$ cat src/rtl/maze_pkg.sv
// Shared types and constants for the rat-in-maze depth-first search controller.
package maze_pkg;

   localparam int unsigned N_DEF = 4;
   typedef logic [2*N_DEF-1:0] loc_t;
   localparam loc_t GOAL = {(2*N_DEF){1'b1}};

   localparam logic [3:0] S_IDLE  = 4'd0;
   localparam logic [3:0] S_MARK  = 4'd1;
   localparam logic [3:0] S_CHK   = 4'd2;
   localparam logic [3:0] S_EVAL  = 4'd3;
   localparam logic [3:0] S_PUSH  = 4'd4;
   localparam logic [3:0] S_MOVE  = 4'd5;
   localparam logic [3:0] S_POP   = 4'd6;
   localparam logic [3:0] S_FOUND = 4'd7;
   localparam logic [3:0] S_FAIL  = 4'd8;

   typedef logic [1:0] dir_t;
   localparam dir_t DIR_RIGHT = 2'd0;
   localparam dir_t DIR_DOWN  = 2'd1;
   localparam dir_t DIR_LEFT  = 2'd2;
   localparam dir_t DIR_UP    = 2'd3;

endpackage

$ cat src/rtl/maze_nbr.sv
// Neighbour of a maze location in a given direction, with an in-bounds flag.
module maze_nbr
   import maze_pkg::*;
#(
   parameter int unsigned N = N_DEF
)(
   input  logic [2*N-1:0] cur_loc,
   input  dir_t           dir,
   output logic [2*N-1:0] nbr_loc,
   output logic           in_bounds
);

   localparam logic [N-1:0] ONE = N'(1'b1);
   localparam logic [N-1:0] MAX = {N{1'b1}};
   localparam logic [N-1:0] MIN = {N{1'b0}};

   logic [N-1:0] row_s;
   logic [N-1:0] col_s;

   assign row_s = cur_loc[2*N-1:N];
   assign col_s = cur_loc[N-1:0];

   // Coordinates wrap at the edges; in_bounds gates every use of nbr_loc.
   always_comb begin
      nbr_loc   = cur_loc;
      in_bounds = 1'b0;
      case (dir)
         DIR_RIGHT: begin
            nbr_loc   = {row_s, col_s + ONE};
            in_bounds = (col_s != MAX);
         end
         DIR_DOWN: begin
            nbr_loc   = {row_s + ONE, col_s};
            in_bounds = (row_s != MAX);
         end
         DIR_LEFT: begin
            nbr_loc   = {row_s, col_s - ONE};
            in_bounds = (col_s != MIN);
         end
         DIR_UP: begin
            nbr_loc   = {row_s - ONE, col_s};
            in_bounds = (row_s != MIN);
         end
         default: begin
            nbr_loc   = cur_loc;
            in_bounds = 1'b0;
         end
      endcase
   end

endmodule

$ cat src/rtl/maze_dfs_ctrl.sv
// Depth-first path search controller: drives the location stack and maze memory
// to find a path from (0,0) to the far corner; all outputs come from registers.
module maze_dfs_ctrl
   import maze_pkg::*;
#(
   parameter int unsigned N         = N_DEF,
   parameter int unsigned STK_DEPTH = 256
)(
   input  logic           clk,
   input  logic           rst,
   input  logic           start,
   output logic [2*N-1:0] memAdr,
   output logic           memRd,
   input  logic           memDin,
   output logic           memWr,
   output logic           memDout,
   output logic           push,
   output logic           pop,
   output logic           stckDone,
   output logic [2*N-1:0] locIn,
   input  logic [2*N-1:0] locOut,
   input  logic           empStck,
   output logic [2*N-1:0] curLoc,
   output logic           busy,
   output logic           found,
   output logic           fail
);

   localparam int unsigned    DW         = $clog2(STK_DEPTH + 1);
   localparam logic [DW-1:0]  DEPTH_MAX  = DW'(STK_DEPTH);
   localparam logic [DW-1:0]  DEPTH_ONE  = DW'(1'b1);
   localparam logic [DW-1:0]  DEPTH_ZERO = {DW{1'b0}};
   localparam logic [2*N-1:0] LOC_ZERO   = {(2*N){1'b0}};
   localparam logic [2*N-1:0] LOC_GOAL   = {(2*N){1'b1}};

   logic [3:0]     state_r, state_nx_s;
   logic [2*N-1:0] cur_loc_r, cur_loc_nx_s;
   dir_t           dir_r, dir_nx_s;
   logic [DW-1:0]  depth_r, depth_nx_s;

   logic [2*N-1:0] nbr_loc_s, nbr_nx_loc_s;
   logic           nbr_inb_s, nbr_nx_inb_s;

   logic [2*N-1:0] mem_adr_r, mem_adr_nx_s;
   logic           mem_rd_r, mem_wr_r, push_r, pop_r, done_r, busy_r, found_r, fail_r;

   // Neighbour of the current location drives the search decisions.
   maze_nbr #(.N(N)) u_nbr_cur (
      .cur_loc   (cur_loc_r),
      .dir       (dir_r),
      .nbr_loc   (nbr_loc_s),
      .in_bounds (nbr_inb_s)
   );

   // Neighbour of the next location lets the probe address be registered.
   maze_nbr #(.N(N)) u_nbr_nxt (
      .cur_loc   (cur_loc_nx_s),
      .dir       (dir_nx_s),
      .nbr_loc   (nbr_nx_loc_s),
      .in_bounds (nbr_nx_inb_s)
   );

   // Next-state and datapath-register decode of the search FSM.
   always_comb begin
      state_nx_s   = state_r;
      cur_loc_nx_s = cur_loc_r;
      dir_nx_s     = dir_r;
      depth_nx_s   = depth_r;
      case (state_r)
         S_IDLE, S_FOUND, S_FAIL: begin
            if (start) begin
               state_nx_s   = S_MARK;
               cur_loc_nx_s = LOC_ZERO;
               dir_nx_s     = DIR_RIGHT;
               depth_nx_s   = DEPTH_ZERO;
            end else begin
               state_nx_s = state_r;
            end
         end
         S_MARK: begin
            if (cur_loc_r == LOC_GOAL) begin
               state_nx_s = S_FOUND;
            end else begin
               dir_nx_s   = DIR_RIGHT;
               state_nx_s = S_CHK;
            end
         end
         S_CHK: begin
            if (nbr_inb_s) begin
               state_nx_s = S_EVAL;
            end else if (dir_r == DIR_UP) begin
               state_nx_s = S_POP;
            end else begin
               dir_nx_s = dir_r + 2'd1;
            end
         end
         S_EVAL: begin
            if (!memDin) begin
               state_nx_s = S_PUSH;
            end else if (dir_r == DIR_UP) begin
               state_nx_s = S_POP;
            end else begin
               dir_nx_s   = dir_r + 2'd1;
               state_nx_s = S_CHK;
            end
         end
         S_PUSH: begin
            if (depth_r == DEPTH_MAX) begin
               state_nx_s = S_FAIL;
            end else begin
               depth_nx_s = depth_r + DEPTH_ONE;
               state_nx_s = S_MOVE;
            end
         end
         S_MOVE: begin
            cur_loc_nx_s = nbr_loc_s;
            state_nx_s   = S_MARK;
         end
         S_POP: begin
            // Rescanning from RIGHT is safe: every visited cell reads back as blocked.
            if (empStck) begin
               state_nx_s = S_FAIL;
            end else begin
               cur_loc_nx_s = locOut;
               depth_nx_s   = depth_r - DEPTH_ONE;
               dir_nx_s     = DIR_RIGHT;
               state_nx_s   = S_CHK;
            end
         end
         default: begin
            state_nx_s = S_IDLE;
         end
      endcase
   end

   // Probe address for the coming cycle: the neighbour in CHK, otherwise the current cell.
   always_comb begin
      if ((state_nx_s == S_CHK) && nbr_nx_inb_s) begin
         mem_adr_nx_s = nbr_nx_loc_s;
      end else begin
         mem_adr_nx_s = cur_loc_nx_s;
      end
   end

   // FSM and datapath registers.
   always_ff @(posedge clk or negedge rst) begin
      if (!rst) begin
         state_r   <= S_IDLE;
         cur_loc_r <= LOC_ZERO;
         dir_r     <= DIR_RIGHT;
         depth_r   <= DEPTH_ZERO;
      end else begin
         state_r   <= state_nx_s;
         cur_loc_r <= cur_loc_nx_s;
         dir_r     <= dir_nx_s;
         depth_r   <= depth_nx_s;
      end
   end

   // Strobes are registered from the next state; stack and depth are stable across CHK/EVAL.
   always_ff @(posedge clk or negedge rst) begin
      if (!rst) begin
         mem_adr_r <= LOC_ZERO;
         mem_rd_r  <= 1'b0;
         mem_wr_r  <= 1'b0;
         push_r    <= 1'b0;
         pop_r     <= 1'b0;
         done_r    <= 1'b0;
         busy_r    <= 1'b0;
         found_r   <= 1'b0;
         fail_r    <= 1'b0;
      end else begin
         mem_adr_r <= mem_adr_nx_s;
         mem_rd_r  <= (state_nx_s == S_CHK) && nbr_nx_inb_s;
         mem_wr_r  <= (state_nx_s == S_MARK);
         push_r    <= (state_nx_s == S_PUSH) && (depth_nx_s != DEPTH_MAX);
         pop_r     <= (state_nx_s == S_POP) && !empStck;
         done_r    <= (state_nx_s == S_FOUND) && (state_r != S_FOUND);
         busy_r    <= (state_nx_s != S_IDLE) && (state_nx_s != S_FOUND) && (state_nx_s != S_FAIL);
         found_r   <= (state_nx_s == S_FOUND);
         fail_r    <= (state_nx_s == S_FAIL);
      end
   end

   assign memAdr   = mem_adr_r;
   assign memRd    = mem_rd_r;
   assign memWr    = mem_wr_r;
   assign memDout  = 1'b1;
   assign push     = push_r;
   assign pop      = pop_r;
   assign stckDone = done_r;
   assign locIn    = cur_loc_r;
   assign curLoc   = cur_loc_r;
   assign busy     = busy_r;
   assign found    = found_r;
   assign fail     = fail_r;

endmodule

$ cat config.mk
export PLATFORM = sky130hd
export DESIGN_NAME = maze_dfs_ctrl
export DESIGN_NICKNAME = d
export VERILOG_FILES = /design/src/rtl/maze_pkg.sv /design/src/rtl/maze_nbr.sv /design/src/rtl/maze_dfs_ctrl.sv
export SDC_FILE = /design/constraint.sdc
export NUM_CORES = 1
export LEC_CHECK = 0
export CORE_MARGIN = 4
export CORE_UTILIZATION = 29
export CTS_CLUSTER_DIAMETER = 100
export DETAILED_ROUTE_END_ITERATION = 8
export GPL_ROUTABILITY_DRIVEN = 0
export GPL_TIMING_DRIVEN = 0
export PLACE_DENSITY = 0.56
export SLEW_MARGIN = 20
export SYNTH_ARGS = -nofsm -noshare
export SYNTH_HDL_FRONTEND = slang
export SYNTH_SLANG_ARGS = --single-unit
$ cat constraint.sdc
create_clock -name clk -period 3.3 [get_ports clk]
set_clock_uncertainty 0.05 [all_clocks]
set_input_delay 0.66 -clock clk [delete_from_list [all_inputs] [get_ports clk]]
set_output_delay 0.66 -clock clk [all_outputs]
set_load 0.01 [all_outputs]
==> run summary <==
initial antenna violation count: 0
final core occ: 40.4%
DP Worst Slack: -1280 ps
Post-DP HPWL: 6690 µm
crit-path max FO: 8
Unique masters post-synth: 79
Worst-Skew Late Latency: 310 ps
first-pass GRT wire length: 15100 µm
H-tree levels: 2
# hold bufs at CTS: 0
CTS clk-pin slew, worst paths: 90 ps
average wire per standard cell: 16.7 µm
initial cell density of the core: 29.7%
Synth area leader: dfrtp_1
status: finished with violations
die area: 0.0122 mm²
Syn Inst Count: 351
endpoint class of the critical path: register
CP arrival: 3540 ps
DRC violations left: 0
Critical Path RT: 3470 ps
Fin. Hold Viols: 0
RR Startpoint: state_r[1]$_DFF_PN0_
main combinational cell family by area after synthesis: simple AND/OR/NAND/NOR gates
global route overflow: 0
row count: 37
Setup Viol. Count Final: 1
slew margin rel.: 47.1%
sequential fraction of the synthesis area: 32.0%
TritonRoute pass-1 iters: 5
Final min period: 3370 ps
HP Class: input port to asynchronous set/reset pin
fin nets: 439
CTS Buf Count: 5
FFs w/ async S/R, synth: 100%
Top FF cell, synth: dfrtp_1
PwrDens: 843 mW/mm²
P&R area growth vs syn: 36.0%
pin count of the biggest net entering global routing: 23
1st-iter DRT viols: 241
# IOs: 46
# diodes: 0
Multi-input gate area: 0.00202 mm²
commonest non-fill, non-tap cell in the layout: clkdlybuf4s50_1
Vias: 3026
Hold Slack: 254 ps
setup ws final: -75.0 ps
max-cap violations: 0
crit path kind: register to register
setup TNS: -75.0 ps
# clock sinks: 39
worst slew pin tran: 791 ps
TritonCTS clock tree: yes
Storage cell area: 978 µm²
YS warnings: 0
crit path from: state_r[1]$_DFF_PN0_
failing checks: setup timing
top-area cell type share of the netlist area: 32.0%
Synth Area in Simple Gates: 29.4%
Synth Area in Adders: 3.53%
fin crit share: 102%
count of input and output buffers: 43
fillers: 1041
vias in the first global route: 2957
cell leakage power: 1.71 nW
most frequent cells in the layout: 41 x clkdlybuf4s50_1, 37 x dfrtp_1, 31 x nand2_1
fraction of layout instances using a drive strength above 1: 25.3%
XOR/XNOR share of the synthesized area: 2.30%
mux cell area share after synthesis: 2.09%
syn avg cell area: 8.69 µm²
Post-synth EDFFs: 0
RSZ-0062 raised after global routing: true
die width: 111 µm
FMAX: 0.296 GHz
Mapped Area: 0.00305 mm²
post-synthesis compound-gate area fraction: 23.2%
Max Slew Vio Count: 0
Peak VDD IR: 0.400 mV
clock root cell: clkbuf_8
Startpoint Class: register
top cells by area, synth: dfrtp_1 32%, nand2_1 3.8%, nor2_1 3.3%
Core ar.: 0.0103 mm²
DIE HEIGHT: 111 µm
Bufs on Longest Clock Path: 2
vias per cell: 5.45
drt total wl: 9300 µm
Seq cells post-synth: 39
Syn Nets: 372
ANT nets after route: 0
GRT Util Overall: 14.7%
[critical path, stage by stage, from the launching register on]
cell and delay, ps:
dfrtp_1 390, buf_6 140, or4b_4 550, or3_4 360, buf_6 130, o211a_4 130, o22ai_4 190, nand2b_4 90
inv_4 70, ha_4 180, or2_4 250, a21oi_4 120, a41oi_2 50, xor2_1 170, and2_1 180, a311oi_2 230
[layer usage]
| layer | up-vias | part of all wire (%) | global-route usage [%] | wire [µm] |
|---|---|---|---|---|
| met3 | 12 | 4.7 | 2.85 | 438 |
| met1 | 1486 | 44 | 18.6 | 4080 |
| met2 | 87 | 50 | 25.8 | 4670 |
| met4 | 0 | 1.2 | 3.53 | 111 |
| met5 | - | 0 | 0 | 0 |
| li1 | 1441 | - | - | - |
[layout make-up]
type	instances	share of cell area (%)
inverters	15	1.42
clock buffers	5	1.66
repair buffers	63	14.4
well taps	136	4.10
multi-input cells	266	48.8
clock inverters	3	1.06
plain buffers	28	4.98
flip-flops and latches	39	23.6
[power breakdown]
| part | internal (W) | switching (W) | leakage, nW |
|---|---|---|---|
| clock | 0.000226 | 0.000200 | 0.0581 |
| combinational | 0.00108 | 0.00118 | 1.14 |
| sequential | 0.000645 | 0.000167 | 0.514 |
[cells in the mapped netlist, drive strengths merged (4+ instances only)]
library cell,instances
dfrtp,39
o21ai,13
inv,15
nor2b,5
nor4,4
or3,7
nand4,4
nor2,27
buf,17
o22ai,7
nor3,9
xnor2,7
or4b,5
nand2,31
a21oi,16
nand3,9
or2,4
nor4b,6
o21a,4
and3,6
a31oi,7
clkbuf,14
ha,7
nand2b,9
[final timing paths]
kind	endpoint	slack (ps)	depth (start not counted)
max in group asynchronous	state_r[0]$_DFF_PN0_	2470	2
min reg2reg	depth_r[8]$_DFF_PN0_	570	1
max reg2reg	memAdr[3]$_DFF_PN0_	-70	15
min	memAdr[3]$_DFF_PN0_	250	1
max	memAdr[3]$_DFF_PN0_	-70	15
min in group clk	depth_r[8]$_DFF_PN0_	570	1
[repair_timing]
item,4_1_cts,5_1_grt
pin swaps,14,10
setup buffers,12,7
hold endpoints to repair,0,0
gates resized for setup,24,28
endpoints found under the setup margin,9,6
cloned,0,0
[flip-flops by register name, indices dropped and copies added, names as in the netlist, 2 cells and up]
name / flops
dir_r: 2
state_r: 4
depth_r: 9
curLoc: 8
memAdr: 8
[stage by stage]
stage,cells,cell area [µm²],power (W)
finish,555,4150,0.00350
global route,555,4150,0.00376
CTS,548,4010,0.00336
detailed placement,531,3720,0.00280
global placement,530,3690,0.00278
floorplan,351,3090,0.00216
[cells by family after synthesis]
family	after synthesis
AOI/OAI and AO/OA	93
xor gates and xnor gates	8
adders and majority gates	8
buffers and inverters	46
DFF	39
muxes	6
other	1
and+or+nand+nor	150
Power figures use the tool's default switching activity.
